### src/rtl/leaf_packet_dispatch_pkg.sv
// Shared constants for the leaf packet dispatcher: command codes and port map.
package leaf_packet_dispatch_pkg;

    typedef enum logic [1:0] {
        CMD_CFG       = 2'd0,
        CMD_INSTR     = 2'd1,
        CMD_SET_START = 2'd2,
        CMD_CLR_START = 2'd3
    } cmd_e;

    localparam int PORT_INSTR    = 0;
    localparam int PORT_CFG      = 1;
    localparam int FIRST_IN_PORT = 2;

endpackage

### src/rtl/leaf_packet_dispatch_pkt_fifo.sv
// First-word-fall-through packet FIFO with extra-MSB pointers; pushes to a full FIFO are dropped.
module pkt_fifo #(
    parameter int WIDTH = 97,
    parameter int DEPTH = 4
) (
    input  logic             clk,
    input  logic             reset,
    input  logic             i_push,
    input  logic [WIDTH-1:0] i_data,
    input  logic             i_ready,
    output logic [WIDTH-1:0] o_data,
    output logic             o_valid,
    output logic             o_drop
);
    localparam int AW = $clog2(DEPTH);

    logic [AW:0]      r_wr_ptr;
    logic [AW:0]      r_rd_ptr;
    logic [WIDTH-1:0] r_mem [DEPTH];

    logic w_empty;
    logic w_full;
    logic w_pop;
    logic w_wr;

    assign w_empty = (r_wr_ptr == r_rd_ptr);
    assign w_full  = (r_wr_ptr[AW] != r_rd_ptr[AW]) &&
                     (r_wr_ptr[AW-1:0] == r_rd_ptr[AW-1:0]);

    // Handshake: a word leaves on the edge where o_valid and i_ready are both high;
    // fullness is judged on the pre-pop state, so a push into a full FIFO is dropped.
    assign w_pop   = !w_empty && i_ready;
    assign w_wr    = i_push && !w_full;
    assign o_drop  = i_push && w_full;
    assign o_valid = !w_empty;
    assign o_data  = r_mem[r_rd_ptr[AW-1:0]];

    always_ff @(posedge clk) begin
        if (reset) begin
            r_wr_ptr <= '0;
            r_rd_ptr <= '0;
        end else begin
            if (w_wr)  r_wr_ptr <= r_wr_ptr + 1'b1;
            if (w_pop) r_rd_ptr <= r_rd_ptr + 1'b1;
        end
    end

    always_ff @(posedge clk) begin
        if (!reset && w_wr) r_mem[r_wr_ptr[AW-1:0]] <= i_data;
    end

endmodule

### src/rtl/leaf_packet_dispatch.sv
// Leaf interface: decodes BFT packets into config, instruction, start control and
// per-channel stream FIFOs; outbound traffic and resend pass straight through.
module leaf_packet_dispatch
    import leaf_packet_dispatch_pkg::*;
#(
    parameter int PACKET_BITS     = 97,
    parameter int PAYLOAD_BITS    = 64,
    parameter int NUM_LEAF_BITS   = 6,
    parameter int NUM_PORT_BITS   = 4,
    parameter int NUM_IN_CH       = 7,
    parameter int FIFO_DEPTH      = 4,
    parameter int INSTR_ADDR_BITS = 12
) (
    input  logic                             clk,
    input  logic                             reset,
    input  logic [PACKET_BITS-1:0]           din_leaf_bft2interface,
    input  logic                             resend,
    input  logic [PACKET_BITS-1:0]           stream_in,
    output logic [PACKET_BITS-1:0]           dout_leaf_interface2bft,
    output logic                             resend_out,
    output logic [PACKET_BITS-1:0]           configure_out,
    output logic [NUM_IN_CH*PACKET_BITS-1:0] ch_data,
    output logic [NUM_IN_CH-1:0]             ch_valid,
    input  logic [NUM_IN_CH-1:0]             ch_ready,
    output logic [31:0]                      instr_packet,
    output logic [INSTR_ADDR_BITS-1:0]       instr_addr,
    output logic                             instr_wr_en,
    output logic                             ap_start_user,
    output logic [15:0]                      drop_count
);
    localparam int PORT_LSB = PACKET_BITS - 1 - NUM_LEAF_BITS - NUM_PORT_BITS;
    localparam logic [NUM_PORT_BITS-1:0] P_INSTR = NUM_PORT_BITS'(PORT_INSTR);
    localparam logic [NUM_PORT_BITS-1:0] P_FIRST = NUM_PORT_BITS'(FIRST_IN_PORT);
    localparam logic [NUM_PORT_BITS-1:0] P_LAST  = NUM_PORT_BITS'(FIRST_IN_PORT + NUM_IN_CH - 1);

    logic                     w_vld;
    logic [NUM_PORT_BITS-1:0] w_port;
    cmd_e                     w_cmd;
    logic                     w_is_ch;
    logic                     w_cfg;
    logic                     w_instr;
    logic                     w_set;
    logic                     w_clr;
    logic [NUM_IN_CH-1:0]     w_push;
    logic [NUM_IN_CH-1:0]     w_fifo_drop;

    logic [PACKET_BITS-1:0]     r_cfg;
    logic [31:0]                r_instr_packet;
    logic [INSTR_ADDR_BITS-1:0] r_instr_addr;
    logic [INSTR_ADDR_BITS-1:0] r_addr_cnt;
    logic                       r_instr_wr_en;
    logic                       r_start;
    logic [15:0]                r_drop_count;

    assign w_vld   = din_leaf_bft2interface[PACKET_BITS-1];
    assign w_port  = din_leaf_bft2interface[PORT_LSB +: NUM_PORT_BITS];
    assign w_cmd   = cmd_e'(din_leaf_bft2interface[PAYLOAD_BITS +: 2]);
    assign w_is_ch = (w_port >= P_FIRST) && (w_port <= P_LAST);

    // Config covers every non-stream port, including the instruction port on CMD_CFG.
    assign w_cfg   = w_vld && (w_cmd == CMD_CFG) && !w_is_ch;
    assign w_instr = w_vld && (w_port == P_INSTR) && (w_cmd == CMD_INSTR);
    assign w_set   = w_vld && (w_port == P_INSTR) && (w_cmd == CMD_SET_START);
    assign w_clr   = w_vld && (w_port == P_INSTR) && (w_cmd == CMD_CLR_START);

    assign dout_leaf_interface2bft = stream_in;
    assign resend_out              = resend;

    for (genvar k = 0; k < NUM_IN_CH; k++) begin : g_ch
        assign w_push[k] = w_vld && (w_port == NUM_PORT_BITS'(FIRST_IN_PORT + k));

        pkt_fifo #(
            .WIDTH (PACKET_BITS),
            .DEPTH (FIFO_DEPTH)
        ) u_fifo (
            .clk     (clk),
            .reset   (reset),
            .i_push  (w_push[k]),
            .i_data  (din_leaf_bft2interface),
            .i_ready (ch_ready[k]),
            .o_data  (ch_data[k*PACKET_BITS +: PACKET_BITS]),
            .o_valid (ch_valid[k]),
            .o_drop  (w_fifo_drop[k])
        );
    end

    always_ff @(posedge clk) begin
        if (reset) begin
            r_cfg          <= '0;
            r_instr_packet <= '0;
            r_instr_addr   <= '0;
            r_addr_cnt     <= '0;
            r_instr_wr_en  <= 1'b0;
            r_start        <= 1'b0;
            r_drop_count   <= '0;
        end else begin
            r_cfg          <= w_cfg ? din_leaf_bft2interface : '0;
            r_instr_wr_en  <= w_instr;
            r_instr_packet <= w_instr ? din_leaf_bft2interface[31:0] : 32'd0;
            if (w_instr) begin
                r_instr_addr <= r_addr_cnt;
                r_addr_cnt   <= r_addr_cnt + 1'b1;
            end
            if (w_set) r_start <= 1'b1;
            if (w_clr) begin
                r_start    <= 1'b0;
                r_addr_cnt <= '0;
            end
            if ((|w_fifo_drop) && (r_drop_count != 16'hFFFF))
                r_drop_count <= r_drop_count + 16'd1;
        end
    end

    assign configure_out = r_cfg;
    assign instr_packet  = r_instr_packet;
    assign instr_addr    = r_instr_addr;
    assign instr_wr_en   = r_instr_wr_en;
    assign ap_start_user = r_start;
    assign drop_count    = r_drop_count;

endmodule

### config.mk
export PLATFORM = sky130hd
export DESIGN_NAME = leaf_packet_dispatch
export DESIGN_NICKNAME = d
export VERILOG_FILES = /design/src/rtl/leaf_packet_dispatch_pkg.sv /design/src/rtl/leaf_packet_dispatch_pkt_fifo.sv /design/src/rtl/leaf_packet_dispatch.sv
export SDC_FILE = /design/constraint.sdc
export NUM_CORES = 2
export LEC_CHECK = 0
export ABC_AREA = 1
export BUFFER_PORTS_ARGS = -buffer_cell sky130_fd_sc_hd__buf_2
export CAP_MARGIN = 40
export CORE_AREA = 3 3 607 609
export CTS_BUF_LIST = sky130_fd_sc_hd__clkbuf_2
export DETAILED_ROUTE_END_ITERATION = 6
export DIE_AREA = 0 0 610 612
export PLACE_DENSITY = 0.55
export SYNTH_ARGS = -nofsm -noshare
export SYNTH_HDL_FRONTEND = slang
export SYNTH_SLANG_ARGS = --single-unit
export TNS_END_PERCENT = 5
### constraint.sdc
create_clock -name clk -period 14.2 [get_ports clk]
set_input_delay 2.84 -clock clk [delete_from_list [all_inputs] [get_ports clk]]
set_output_delay 2.84 -clock clk [all_outputs]
set_load 0.03 [all_outputs]
==> impl_metrics.py <==
metrics = {
    "yosys": {
        "synthArstFlopShare_pct": 0,
        "synth_xor_area_share_pct": 0.169,
        "ys.flop_type": "edfxtp_1",
        "synthCells": 7732,
        "ys_types": 34,
        "yosysSeqAreaShare_pct": 79.1,
        "muxShareOfSynthArea_pct": 0,
        "synth-simple-area-share_pct": 6.30,
        "mappedNetlistArea_um2": 109000,
        "synth_fa_ha_area_share_pct": 0.426,
        "ys_warn_count": 0,
        "avgSynthCellArea_um2": 14.1,
        "synth_edf_count": 2716,
        "ys_ff_latch": 2943,
        "synth_compound_area_share_pct": 10.8,
        "synth_top_family_by_area": "compound AO/OA/AOI/OAI gates",
    },
    "clock_tree": {
        "h-tree-depth": 6,
        "root_buffer": "clkbuf_2",
        "clock_latency_ns": 2.14,
        "clockBufferDepth": 4,
        "cts.hold.buffers_added": 0,
        "clock-sinks": 2943,
        "clk_pin_slew_ns": 0.10,
        "cts_tree": "yes",
        "post_cts_buffers": 0,
        "postCtsResizedCells": 0,
        "cts_buffers": 752,
    },
    "timing": {
        "fin_crit_sh_pct": 58.9,
        "relSlewSlack_pct": 33.1,
        "tightest_slew_ns": 1.00,
        "setup_viol": 0,
        "rsz0062_at_grt": "false",
        "period_needed_ns": 8.36,
        "finalHoldViolCount": 0,
        "maxSlewViolCount": 0,
        "worst_hold_slack_ns": 0.469,
        "clock.fmax_mhz": 120,
        "finalClockSkew_ns": 0.190,
        "finalSetupTns_ns": 0,
    },
    "finish": {
        "mostFrequentLayoutCells": "edfxtp_1, nor2_1, o21ai_0",
        "area_growth_pct": 16.2,
        "final_cells": 14400,
        "multi_input_area_um2": 19400,
        "fin_area_um2": 126000,
        "register_area_um2": 86200,
        "fillers": 35500,
        "layout_commonest_cell": "edfxtp_1",
        "num-nets-final": 9288,
        "drive_above_1_share_pct": 25.1,
    },
    "route": {
        "drt_wl_total_mm": 416,
        "wl_per_cell_um": 28.8,
        "dr.first_iter.drc_count": 6973,
        "vias_per_cell": 4.99,
        "drtPass1Iterations": 6,
        "drc": 0,
        "ant_nets": 0,
        "vias": 72100,
    },
    "power": {
        "p_leak_nw": 44.5,
        "power_frac_comb_pct": 18.9,
        "ir_worst_vdd_v": 0.0000777,
        "p_seq_share_pct": 50.2,
        "p_sw_mw": 6.51,
        "power_frac_clock_pct": 30.9,
        "power.density_nw_per_um2": 151,
        "finalPower_mw": 19.0,
        "p_int_mw": 12.5,
        "p_sw_share_pct": 34.2,
    },
    "global_route": {
        "grt_start_max_net_pins": 124,
        "busiest_layer": "met2",
        "use_met2_pct": 34.2,
        "grt_pass1_wl_mm": 560,
        "grt-ovfl-total": 0,
        "grt_usage_pct": 21.5,
        "grt_util_met3_pct": 5.91,
        "grt_pass1_vias": 69700,
        "grt_antenna_before_repair": 66,
        "gr-usage-met1_pct": 24.9,
    },
    "floorplan": {
        "start_util_pct": 30.0,
        "row_count": 221,
        "ios": 1147,
        "die_w_um": 610,
        "die_y_um": 612,
        "die_area_um2": 373000,
        "core-area_um2": 363000,
    },
    "setup_path": {
        "cp-end-kind": "output port",
        "critPathMaxStageDelay_ns": 0.77,
        "path_cells": "buf_16, inv_4, buf_4, o21ai_0, o22ai_1, buf_2",
        "path_max_fanout": 51,
        "required_ns": 11.36,
        "crit_arrival_ns": 5.52,
        "crit_slowest_cell": "o22ai_1",
        "reg2regPathDepth": 7,
        "start_kind": "flop",
        "crit_type": "reg2out",
    },
    "place": {
        "place_area_um2": 119000,
        "gp_congestion": 0.806,
        "io_buffers": 950,
        "dp_hpwl_mm": 273,
        "place_inst": 13100,
    },
    "flow_run": {
        "maxCapViolations": 0,
    },
    "hold_path": {
        "hold_path_depth": 2,
        "hold_path.class": "reg2reg",
    },
    "outcome": {
        "status": "finished, final reports clean",
    },
}
[layout make-up]
class	count	share of cell area, %
Multi-Input combinational cell	4012	15.4
Clock buffer	1107	4.38
Tap cell	4794	4.75
Sequential cell	2943	68.2
Clock inverter	205	1.08
Antenna cell	40	0.0792
Inverter	210	0.683
Timing Repair Buffer	1128	5.47
[state kept, by name, summed over array words and instances (netlist names), named ones only]
register and cells:
g_ch.u_fifo.r_mem 2716, configure_out 97, instr_packet 32, g_ch.u_fifo.r_rd_ptr 21, g_ch.u_fifo.r_wr_ptr 21, drop_count 16
instr_addr 12, r_addr_cnt 12, ap_start_user 1, instr_wr_en 1
[synth_stat cells (4+ instances only)]
library cell  instances  area [µm²]
o22ai_1             679        4250
nor3_1                5        25.0
buf_2                67         335
nor2_2                7        43.8
inv_2                 9        33.8
xor2_1               19         166
dfxtp_1             227        4540
nand2_2               4        25.0
or3_1                 6        37.5
nor2_1             1573        5900
nand3_1              39         195
nand2_1             136         510
a21oi_1              80         400
nand4_1               4        25.0
buf_6                 8        90.1
ha_1                 37         463
o21ai_0            1404        7030
clkbuf_1            384        1440
inv_1               200         751
buf_4               109         818
edfxtp_1           2716       81600
[metal layers]
| layer | vias up | wire length [µm] | part of all wire (%) |
|---|---|---|---|
| met5 | - | 108 | 0.026 |
| met4 | 14 | 33400 | 8.0 |
| met3 | 796 | 36000 | 8.7 |
| met2 | 3197 | 192000 | 46 |
| met1 | 36400 | 154000 | 37 |
| li1 | 31700 | - | - |
[worst max-delay path, delay by kind of cell, from the launching register on]
kind | cells | cell delay, ns
compound gates | 2 | 0.99
flops | 1 | 0.43
buf+inv | 4 | 1.91
[path summary, 6_finish.rpt]
kind                                      end  slack [ns]                        from
setup / recovery                 ch_data[147]        5.84                        flop
hold / removal                  r_addr_cnt[9]        0.47               r_addr_cnt[9]
setup reg to reg  g_ch[1].u_fifo.r_mem[0][91]       11.07  g_ch[1].u_fifo.r_wr_ptr[0]
hold reg to reg                 r_addr_cnt[9]        0.47               r_addr_cnt[9]
[power groups by stage]
stage,clock (mW),combinational (mW),sequential (mW)
after floorplan,0,1.98,9.70
after global placement,0,3.55,9.78
after detailed placement,0,3.65,9.77
after CTS,6.09,3.66,9.57
after global routing,6.52,3.78,9.58
final,5.88,3.60,9.57
[cell families (layout without fill, tap and decap cells)]
kind of cell | after synthesis | in the layout
buffers and inverters | 778 | 2650
xor gates and xnor gates | 21 | 21
adders and majority gates | 37 | 37
DFF | 2943 | 2943
other | 1 | 42
AOI/OAI and AO/OA | 2169 | 2169
and+or+nand+nor | 1783 | 1783
[metrics by stage]
stage                     utilization, %  setup slack (ns)
after floorplan                        -              6.11
after global placement              32.5              7.38
after detailed placement            32.9              7.73
after CTS                           34.8              5.50
after global routing                34.8              5.54
final                               34.8              5.84
No activity file was read; power rests on OpenSTA's default activity.
